`src/rtl/ecc_hamming_encoder.sv`:
```
// ---------------------------------------------------------------------------
// ecc_hamming_encoder
//
// SECDED Hamming encoder for the shared-memory write path. Each accepted data
// word gets PARITY_LENGTH Hamming check bits plus one overall parity bit. The
// fields are laid out the way ecc_hamming_decoder expects them. The datapath
// is a 2-stage valid/ready pipeline with one global stall. Test faults can be
// injected into a word as it is encoded. A wrapping counter tracks delivered
// words.
//
// Codeword positions run 1..DATA_WIDTH+PARITY_LENGTH. Check bits sit at the
// powers of two. Data bits fill the remaining positions in ascending order.
//
// Ports
//   clk          in   rising-edge clock
//   rst_n        in   asynchronous active-low reset
//   in_valid     in   input word valid
//   in_ready     out  encoder accepts input this cycle (combinational)
//   d_in         in   data word to encode
//   inject_mode  in   00 none, 01 single flip, 10 double flip, 11 none
//   inject_pos   in   flat codeword index to corrupt
//                     (0..DATA_WIDTH-1 data, then parity, then overall bit)
//   out_valid    out  encoded word valid
//   out_ready    in   downstream accepts output
//   d_out        out  data field (after injection)
//   parity_out   out  Hamming check bits (after injection)
//   odd_even_out out  overall parity bit (after injection)
//   enc_count    out  number of delivered words, wrapping
// ---------------------------------------------------------------------------
module ecc_hamming_encoder #(
  parameter int DATA_WIDTH    = 32,
  parameter int PARITY_LENGTH = 6,
  parameter int CNT_WIDTH     = 16
) (
  input  logic                     clk,
  input  logic                     rst_n,
  input  logic                     in_valid,
  output logic                     in_ready,
  input  logic [DATA_WIDTH-1:0]    d_in,
  input  logic [1:0]               inject_mode,
  input  logic [5:0]               inject_pos,
  output logic                     out_valid,
  input  logic                     out_ready,
  output logic [DATA_WIDTH-1:0]    d_out,
  output logic [PARITY_LENGTH-1:0] parity_out,
  output logic                     odd_even_out,
  output logic [CNT_WIDTH-1:0]     enc_count
);

  // Flat codeword: {overall, parity, data}
  localparam int CW_LEN = DATA_WIDTH + PARITY_LENGTH + 1;
  localparam int IDX_W  = (DATA_WIDTH > 1) ? $clog2(DATA_WIDTH) : 1;

  // Even-parity Hamming check bits. Each data bit is folded into every check
  // bit that is selected by a set bit of its codeword position.
  function automatic logic [PARITY_LENGTH-1:0] hamming_parity(
    input logic [DATA_WIDTH-1:0] data
  );
    logic [PARITY_LENGTH-1:0] par;
    int k;
    par = '0;
    k   = 0;
    for (int pos = 1; pos < CW_LEN; pos++) begin
      if ((pos & (pos - 1)) != 32'sd0) begin
        if (data[k[IDX_W-1:0]]) begin
          par = par ^ pos[PARITY_LENGTH-1:0];
        end else begin
          par = par;
        end
        k = k + 1;
      end else begin
        k = k;
      end
    end
    return par;
  endfunction

  // Stage 1 registers
  logic                  s1_valid_q;
  logic [DATA_WIDTH-1:0] s1_data_q;
  logic [1:0]            s1_mode_q;
  logic [5:0]            s1_pos_q;

  // Stage 2 (output) registers
  logic                     out_valid_q;
  logic [DATA_WIDTH-1:0]    d_out_q;
  logic [PARITY_LENGTH-1:0] parity_q;
  logic                     odd_even_q;
  logic [CNT_WIDTH-1:0]     enc_count_q;

  // Combinational datapath
  logic                     adv_s;
  logic [PARITY_LENGTH-1:0] clean_par_s;
  logic [CW_LEN-1:0]        clean_cw_s;
  logic [6:0]               pos_a_s;
  logic [6:0]               pos_b_s;
  logic                     in_range_s;
  logic                     flip_one_s;
  logic                     flip_two_s;
  logic [CW_LEN-1:0]        flip_mask_s;
  logic [CW_LEN-1:0]        cw_d;

  // A single stall signal moves both stages together. Words only move when
  // the output slot is empty or is being drained this cycle.
  always_comb begin
    adv_s    = (!out_valid_q) | out_ready;
    in_ready = adv_s;
  end

  // Clean encoding of the stage-1 word.
  always_comb begin
    clean_par_s = hamming_parity(s1_data_q);
    clean_cw_s  = {^{s1_data_q, clean_par_s}, clean_par_s, s1_data_q};
  end

  // Fault injection mask. The second flip of a double injection wraps from
  // the overall bit back to data bit 0. An index past the end of the codeword
  // disables injection.
  always_comb begin
    pos_a_s    = {1'b0, s1_pos_q};
    in_range_s = (pos_a_s < 7'(CW_LEN));
    if (pos_a_s == 7'(CW_LEN - 1)) begin
      pos_b_s = 7'd0;
    end else begin
      pos_b_s = pos_a_s + 7'd1;
    end
    case (s1_mode_q)
      2'b01: begin
        flip_one_s = 1'b1;
        flip_two_s = 1'b0;
      end
      2'b10: begin
        flip_one_s = 1'b1;
        flip_two_s = 1'b1;
      end
      default: begin
        flip_one_s = 1'b0;
        flip_two_s = 1'b0;
      end
    endcase
    flip_mask_s = '0;
    for (int i = 0; i < CW_LEN; i++) begin
      flip_mask_s[i] = in_range_s &
                       ((flip_one_s & (7'(i) == pos_a_s)) |
                        (flip_two_s & (7'(i) == pos_b_s)));
    end
    cw_d = clean_cw_s ^ flip_mask_s;
  end

  // Stage 1: capture the input word and its injection request.
  always_ff @(posedge clk or negedge rst_n) begin
    if (!rst_n) begin
      s1_valid_q <= 1'b0;
      s1_data_q  <= '0;
      s1_mode_q  <= 2'b00;
      s1_pos_q   <= 6'd0;
    end else if (adv_s) begin
      s1_valid_q <= in_valid;
      if (in_valid) begin
        s1_data_q <= d_in;
        s1_mode_q <= inject_mode;
        s1_pos_q  <= inject_pos;
      end else begin
        s1_data_q <= s1_data_q;
        s1_mode_q <= s1_mode_q;
        s1_pos_q  <= s1_pos_q;
      end
    end else begin
      s1_valid_q <= s1_valid_q;
    end
  end

  // Stage 2: register the final (possibly corrupted) codeword fields.
  always_ff @(posedge clk or negedge rst_n) begin
    if (!rst_n) begin
      out_valid_q <= 1'b0;
      d_out_q     <= '0;
      parity_q    <= '0;
      odd_even_q  <= 1'b0;
    end else if (adv_s) begin
      out_valid_q <= s1_valid_q;
      if (s1_valid_q) begin
        {odd_even_q, parity_q, d_out_q} <= cw_d;
      end else begin
        {odd_even_q, parity_q, d_out_q} <= {odd_even_q, parity_q, d_out_q};
      end
    end else begin
      out_valid_q <= out_valid_q;
    end
  end

  // Delivered-word counter. It wraps naturally at its full width.
  always_ff @(posedge clk or negedge rst_n) begin
    if (!rst_n) begin
      enc_count_q <= '0;
    end else if (out_valid_q && out_ready) begin
      enc_count_q <= enc_count_q + CNT_WIDTH'(1);
    end else begin
      enc_count_q <= enc_count_q;
    end
  end

  assign out_valid    = out_valid_q;
  assign d_out        = d_out_q;
  assign parity_out   = parity_q;
  assign odd_even_out = odd_even_q;
  assign enc_count    = enc_count_q;

endmodule

```
`config.mk`:
```
export PLATFORM = sky130hd
export DESIGN_NAME = ecc_hamming_encoder
export DESIGN_NICKNAME = d
export VERILOG_FILES = /design/src/rtl/ecc_hamming_encoder.sv
export SDC_FILE = /design/constraint.sdc
export NUM_CORES = 1
export LEC_CHECK = 0
export BUFFER_PORTS_ARGS = -buffer_cell sky130_fd_sc_hd__buf_2
export CORE_AREA = 2 2 102 104
export DETAILED_ROUTE_END_ITERATION = 6
export DIE_AREA = 0 0 104 106
export PLACE_DENSITY = 0.89
export SLEW_MARGIN = 40
export SYNTH_ARGS = -nofsm -noshare
export SYNTH_HDL_FRONTEND = slang
export SYNTH_SLANG_ARGS = --single-unit
```
`constraint.sdc`:
```
create_clock -name clk -period 2.6 [get_ports clk]
set_clock_uncertainty 0.1 [all_clocks]
set_input_delay 0.26 -clock clk [delete_from_list [all_inputs] [get_ports clk]]
set_output_delay 0.26 -clock clk [all_outputs]
set_load 0.02 [all_outputs]
```
After elaboration in Yosys (flattened, before gate mapping)
Index checks and enable logic that the tools add are counted.
{"block": "op_classes", "add_sub_neg": 2, "multipliers": 0, "div": 0, "magnitude_cmp": 1, "n_eq_ne": 79, "n_shift": 0, "muxes": 35, "bitwise_logic": 189, "n_reduce_logical": 8}
{"cell": "1-bit AND", "count": 117}
{"cell": "5-bit by 7-bit == test with 1-bit output (first input constant)", "count": 16}
{"cell": "5-bit by 6-bit == test with 1-bit output (first input constant)", "count": 16}
{"cell": "5-bit two-way mux", "count": 15}
{"cell": "4-bit by 7-bit == test with 1-bit output (first input constant)", "count": 8}
{"cell": "6-bit by 7-bit == test with 1-bit output (first input constant)", "count": 7}
{"cell": "4-bit by 6-bit == test with 1-bit output (first input constant)", "count": 8}
{"cell": "6-bit == test (first input constant)", "count": 7}
{"cell": "1-bit OR", "count": 40}
{"cell": "3-bit NOT", "count": 13}
{"cell": "39-bit XOR", "count": 1}
{"cell": "38-bit parity", "count": 1}
{"cell": "6-bit two-way mux", "count": 6}
{"cell": "3-bit by 7-bit == test with 1-bit output (first input constant)", "count": 4}
{"cell": "4-bit two-way mux", "count": 7}
{"cell": "3-bit by 6-bit == test with 1-bit output (first input constant)", "count": 4}
{"cell": "4-bit NOT", "count": 5}
{"cell": "16-bit by 1-bit adder with 16-bit output (second input constant)", "count": 1}
{"cell": "2-bit NOT", "count": 8}
{"cell": "2-bit by 7-bit == test with 1-bit output (first input constant)", "count": 2}
{"cell": "2-bit by 6-bit == test with 1-bit output (first input constant)", "count": 2}
{"cell": "3-bit two-way mux", "count": 3}
{"cell": "1-bit NOT with 2-bit output", "count": 4}
{"cell": "6-bit by 1-bit adder with 7-bit output (second input constant)", "count": 1}
{"cell": "16 further kinds", "count": 18}
{"block": "totals", "ff_bits": 97, "latch_bits": 0, "mem_bits_rw": 0, "rom_bits": 0, "input_bits": 44, "out_inout_bits": 57, "elab_cells": 323, "n_memories": 0}

Longest topological paths before layout
{"block": "depth", "word_depth": 65, "mapped_depth": 10, "mapped_depth_nobuf": 9}

Least setup slack after synthesis
No wires, ideal clock.
{"block": "synth_timing", "path_kind": "reg-to-reg", "from": "reg s1_pos_q[0]", "to": "reg d_out_q[0] (netlist: d_out[0])", "setup_ns": 0.088, "t_arrival_ns": 2.139, "required_ns": 2.412, "slack_ns": 0.272, "stages_incl_launch_ff": 9, "path_buffers": 1, "synth_period_minus_slack_ns": 2.328, "path_cell_list": "dfrtp_1 > ha_1 > clkbuf_1 > a31oi_1 > a21oi_1 > o21ai_1 > a31oi_1 > or3_1 > a41oi_1"}
{"block": "synth_via", "elab_chain_len": 7, "word_cells_on_any_way": 11, "classes_between": "1 x add/sub; 1 x order compare; 1 x eq/ne; 1 x mux; 5 x bitwise; 2 x reduce/logical"}
{"element": "from (decl)", "line": "82", "text": "logic [5:0] s1_pos_q;"}
{"element": "from (signal assigned)", "line": "162", "text": "s1_pos_q <= inject_pos;"}
{"element": "from (signal assigned)", "line": "166", "text": "s1_pos_q <= s1_pos_q;"}
{"element": "6-bit by 1-bit adder with 7-bit output or 6-bit == test (tied branches)", "line": "125, 122"}
{"element": "7-bit two-way mux", "line": "122", "text": "if (pos_a_s == 7'(CW_LEN - 1)) begin"}
{"element": "7-bit zero test", "line": "145", "text": "(flip_two_s & (7'(i) == pos_b_s)));"}
{"element": "1-bit AND", "line": "145"}
{"element": "1-bit OR", "line": "144", "text": "((flip_one_s & (7'(i) == pos_a_s)) |"}
{"element": "1-bit AND (*)", "line": "143", "text": "flip_mask_s[i] = in_range_s &"}
{"element": "39-bit XOR (*)", "line": "147", "text": "cw_d = clean_cw_s ^ flip_mask_s;"}
{"element": "to (signal assigned)", "line": "183", "text": "{odd_even_q, parity_q, d_out_q} <= cw_d;"}
{"element": "to (signal assigned)", "line": "185", "text": "{odd_even_q, parity_q, d_out_q} <= {odd_even_q, parity_q, d_out_q};"}
{"element": "to (decl)", "line": "86", "text": "logic [DATA_WIDTH-1:0] d_out_q;"}
Mark *: on every way between the ends. The rest lies on a longest branch, timed or not.
A chain may end at the register's enable or synchronous reset.

Final worst setup path
{"block": "layout_timing", "from": "reg s1_pos_q[1]", "to": "reg d_out_q[0] (netlist: d_out[0])"}
The elaborated chain is that of the path after synthesis.

==> key figures <==
Floorplanning
  – Row cnt: 37
  – Initial Util: 54.7%
  – Die H: 106 um
  – Die width: approximately 100 um
  – Die area: ~0.011 mm^2
  – IO Pins: about 100
  – CORE AREA: around 0.010 mm^2

Hold path
  – Worst hold path class: in -> reg
  – Hold depth: 2

Synth
  – Syn_nets: between 500 and 600
  – Synth Instances: 537
  – Top_reg_cell synth: dfrtp_1
  – Largest cells by area after synthesis: dfrtp_1, xnor2_1, mux2_2, xor2_1, nand2_1
  – Post-synth cell types: 44
  – Post-synthesis sequential area ratio: between 40% and 50%
  – Avg Cell Area, Syn: around 10 um^2
  – FFs w/ async S/R, synth: 100%
  – Post-Synthesis Cell Area: around 0.0055 mm^2
  – Post-synth top area cell: dfrtp_1
  – Post-synth EDFFs: 0
  – Number of synthesized register bits: 97
  – Yosys warnings: 0
  – Synth top area share: between 40% and 50%

Critical path
  – Top Family by Delay on Critical Path: compound AO/OA/AOI/OAI gates
  – Crit path buf inv count: 0
  – CP endpoint kind: flip-flop
  – Cell count along the critical path: 8
  – Worst EP required: between 2 and 3 ns
  – Crit path cell chain: ha_2 > and2_1 > a21oi_1 > o21ai_1 > a21o_1 > a31oi_1 > or3_1 > a41oi_1
  – Crit start category: flip-flop
  – CP max stage delay: between 0.4 and 0.5 ns
  – Slowest stage cell, crit path: dfrtp_2
  – Arr. time, crit path: about 2.6 ns
  – CP max FO: 10
  – CP Class: reg -> reg
  – Path depth of the worst reg2reg path: 8
  – R2R Setup Slk: 0.16 ns

Detailed routing
  – WL/cell: ~18 um
  – Antenna Nets Post-Route: 0
  – DR DRC count: 0
  – Vias per inst: around 5.7
  – DRT Pass-1 Iters: 5
  – DR vias: between 4000 and 5000
  – 1st-iter DRT viols: around 340
  – Final wirelength: between 10000 and 15000 um

GRT
  – Largest net degree at the start of global routing: 98
  – Number of global-route vias before repair: 4372
  – First-pass GRT wire length: ~23000 um
  – Total GRT Usage: 26.4%
  – Initial antenna violation count: 0
  – Total grt overflow: 0

Job
  – Max cap viols: 0

Place
  – RePlAce Congestion: slightly below 1
  – Dpl hpwl: 10900 um
  – I/O Buffers: 100

Clock tree
  – Worst-path clk slew: ~0.11 ns
  – CTS tree: yes
  – Max Root-Sink Buffers: 2
  – Clock Tree Root: clkbuf_8
  – Post-CTS setup buffers: 0
  – CTS sink cnt: 97
  – Worst skew pair latency: approximately 0.37 ns
  – CTS H-Tree Depth: 3
  – Num CTS Buffers: 9

Finish
  – # diodes: 0
  – Layout cell share with drive strength beyond 1: between 30% and 40%
  – Area Overhead vs Synth: 18.1%
  – Nets: 695

Timing
  – Final min period: around 2.4 ns
  – Hold slack: 0.0119 ns
  – Final Slew Violations: 0
  – Setup TNS: 0 ns
  – Final setup fails: 0
  – Final period util: a little over nine tenths
  – RSZ-0062 raised after global routing: no
  – Measured slew at the worst slew-check pin: approximately 0.59 ns
  – Final hold vios: 0
  – Max Fclk: 410 MHz
  – Max-slew headroom: 60.5%

Outcome
  – Status: finished clean

Pwr
  – Power Density: slightly above 1000 mW/mm^2
  – Pleak: around 2.9 nW
  – Max IR drop VDD: between 0.0005 and 0.0006 V
-- flip-flops by register name (all words and copies together), names as in the netlist --
register and flops:
d_out 32, s1_data_q 32, enc_count 16, parity_out 6, s1_pos_q 6, s1_mode_q 2, odd_even_out 1, out_valid 1
s1_valid_q 1
-- repair_timing --
| action | in CTS | in global routing |
|---|---|---|
| setup endpoints to repair | 1 | 24 |
| resized for setup | 1 | 6 |
| endpoints found under the hold margin | 97 | 0 |
| pin swaps | 0 | 1 |
| hold buffers | 1 | 0 |
-- cell families after synthesis --
group                    count (synthesis)  share of synthesized area, %
AND/OR/NAND/NOR                        149                          13.2
flip-flops                              97                          44.4
XOR/XNOR                               114                          19.6
AO/OA/AOI/OAI                           96                          10.5
buffers and inverters                   33                          2.33
multiplexers                            42                          8.65
adder cells (fa/ha/maj)                  6                          1.37
-- synth_stat cells (4+ instances only) --
cell type  count
xnor2_2        4
nand2_1       57
xor2_1        35
nor2_1        19
nand4_1        6
dfrtp_1       97
a21oi_1       15
and3_1        12
nand2b_1       6
inv_1          5
buf_1          4
nand3_1       27
o21ai_0       42
a31oi_1        7
and2_1         4
and2b_1        4
a22oi_1       16
ha_1           6
mux2_2        42
nor2b_1        4
xnor2_1       72
clkbuf_1      21
-- worst reg2reg max path, stage by stage, from the launching register on --
cell     delay, ns
dfrtp_2       0.46
ha_2          0.28
and2_1        0.19
a21oi_1       0.11
o21ai_1       0.28
a21o_1        0.25
a31oi_1       0.15
or3_1         0.33
a41oi_1       0.22
-- cells in the final DEF (no fill, tap or decap), types with 6 or more instances in the layout --
master    netlist  routed
o21ai_0        42      40
a21oi_1        15      15
xor2_1         35      35
dfrtp_1        97      96
nand2b_1        6       6
and3_1         12      12
mux2_2         42      42
xnor2_1        72      72
nand4_1         6       6
a22oi_1        16      15
buf_4           0      23
buf_2           3      99
a31oi_1         7       7
clkbuf_8        0      10
nand2_1        57      56
nand3_1        27      27
nor2_1         19      18
-- worst paths after layout --
kind,start,end
max,s1_pos_q[1],d_out[0]
min,d_in[21],s1_data_q[21]
max reg2reg,s1_pos_q[1],d_out[0]
min reg2reg,enc_count[15],enc_count[15]
max in group asynchronous,rst_n,d_out[1]
min in group asynchronous,rst_n,d_out[5]
-- final cells by class --
class	count	area [um^2]
Fill cell	826	3540
Timing Repair Buffer	125	718
Multi-Input combinational cell	407	2930
Clock buffer	10	138
Sequential cell	97	2430
Inverter	5	18.8
Tap cell	136	170
Clock inverter	6	55.1
-- metrics by stage --
stage                     instance area (um^2)  util, %  worst slack, ns  std cells  total power [W]
after global routing                      6460     64.6           0.0375        786          0.00707
final                                     6460     64.6            0.159        786          0.00670
after floorplan                           5470        -            0.272        537          0.00466
after global placement                    6240     62.4           0.0650        769          0.00563
after CTS                                 6440     64.5          0.00566        786          0.00670
after detailed placement                  6240     62.4          0.00374        769          0.00573
-- report_power, final --
part	switching (W)	total [W]	internal (W)	leakage [nW]
clock network	0.000590	0.000985	0.000395	0.0934
logic	0.00189	0.00343	0.00153	1.59
registers	0.000391	0.00228	0.00189	1.18
-- per-layer routing --
metal / GRT usage, % / vias to the layer above / part of all wire (%)
li1: - / 2057 / -
met1: 35.5 / 2172 / 43
met2: 43.5 / 208 / 47
met3: 3.80 / 35 / 6.8
met4: 10.6 / 0 / 3.0
met5: 0 / - / 0
No activity file was read; power rests on OpenSTA's default activity.
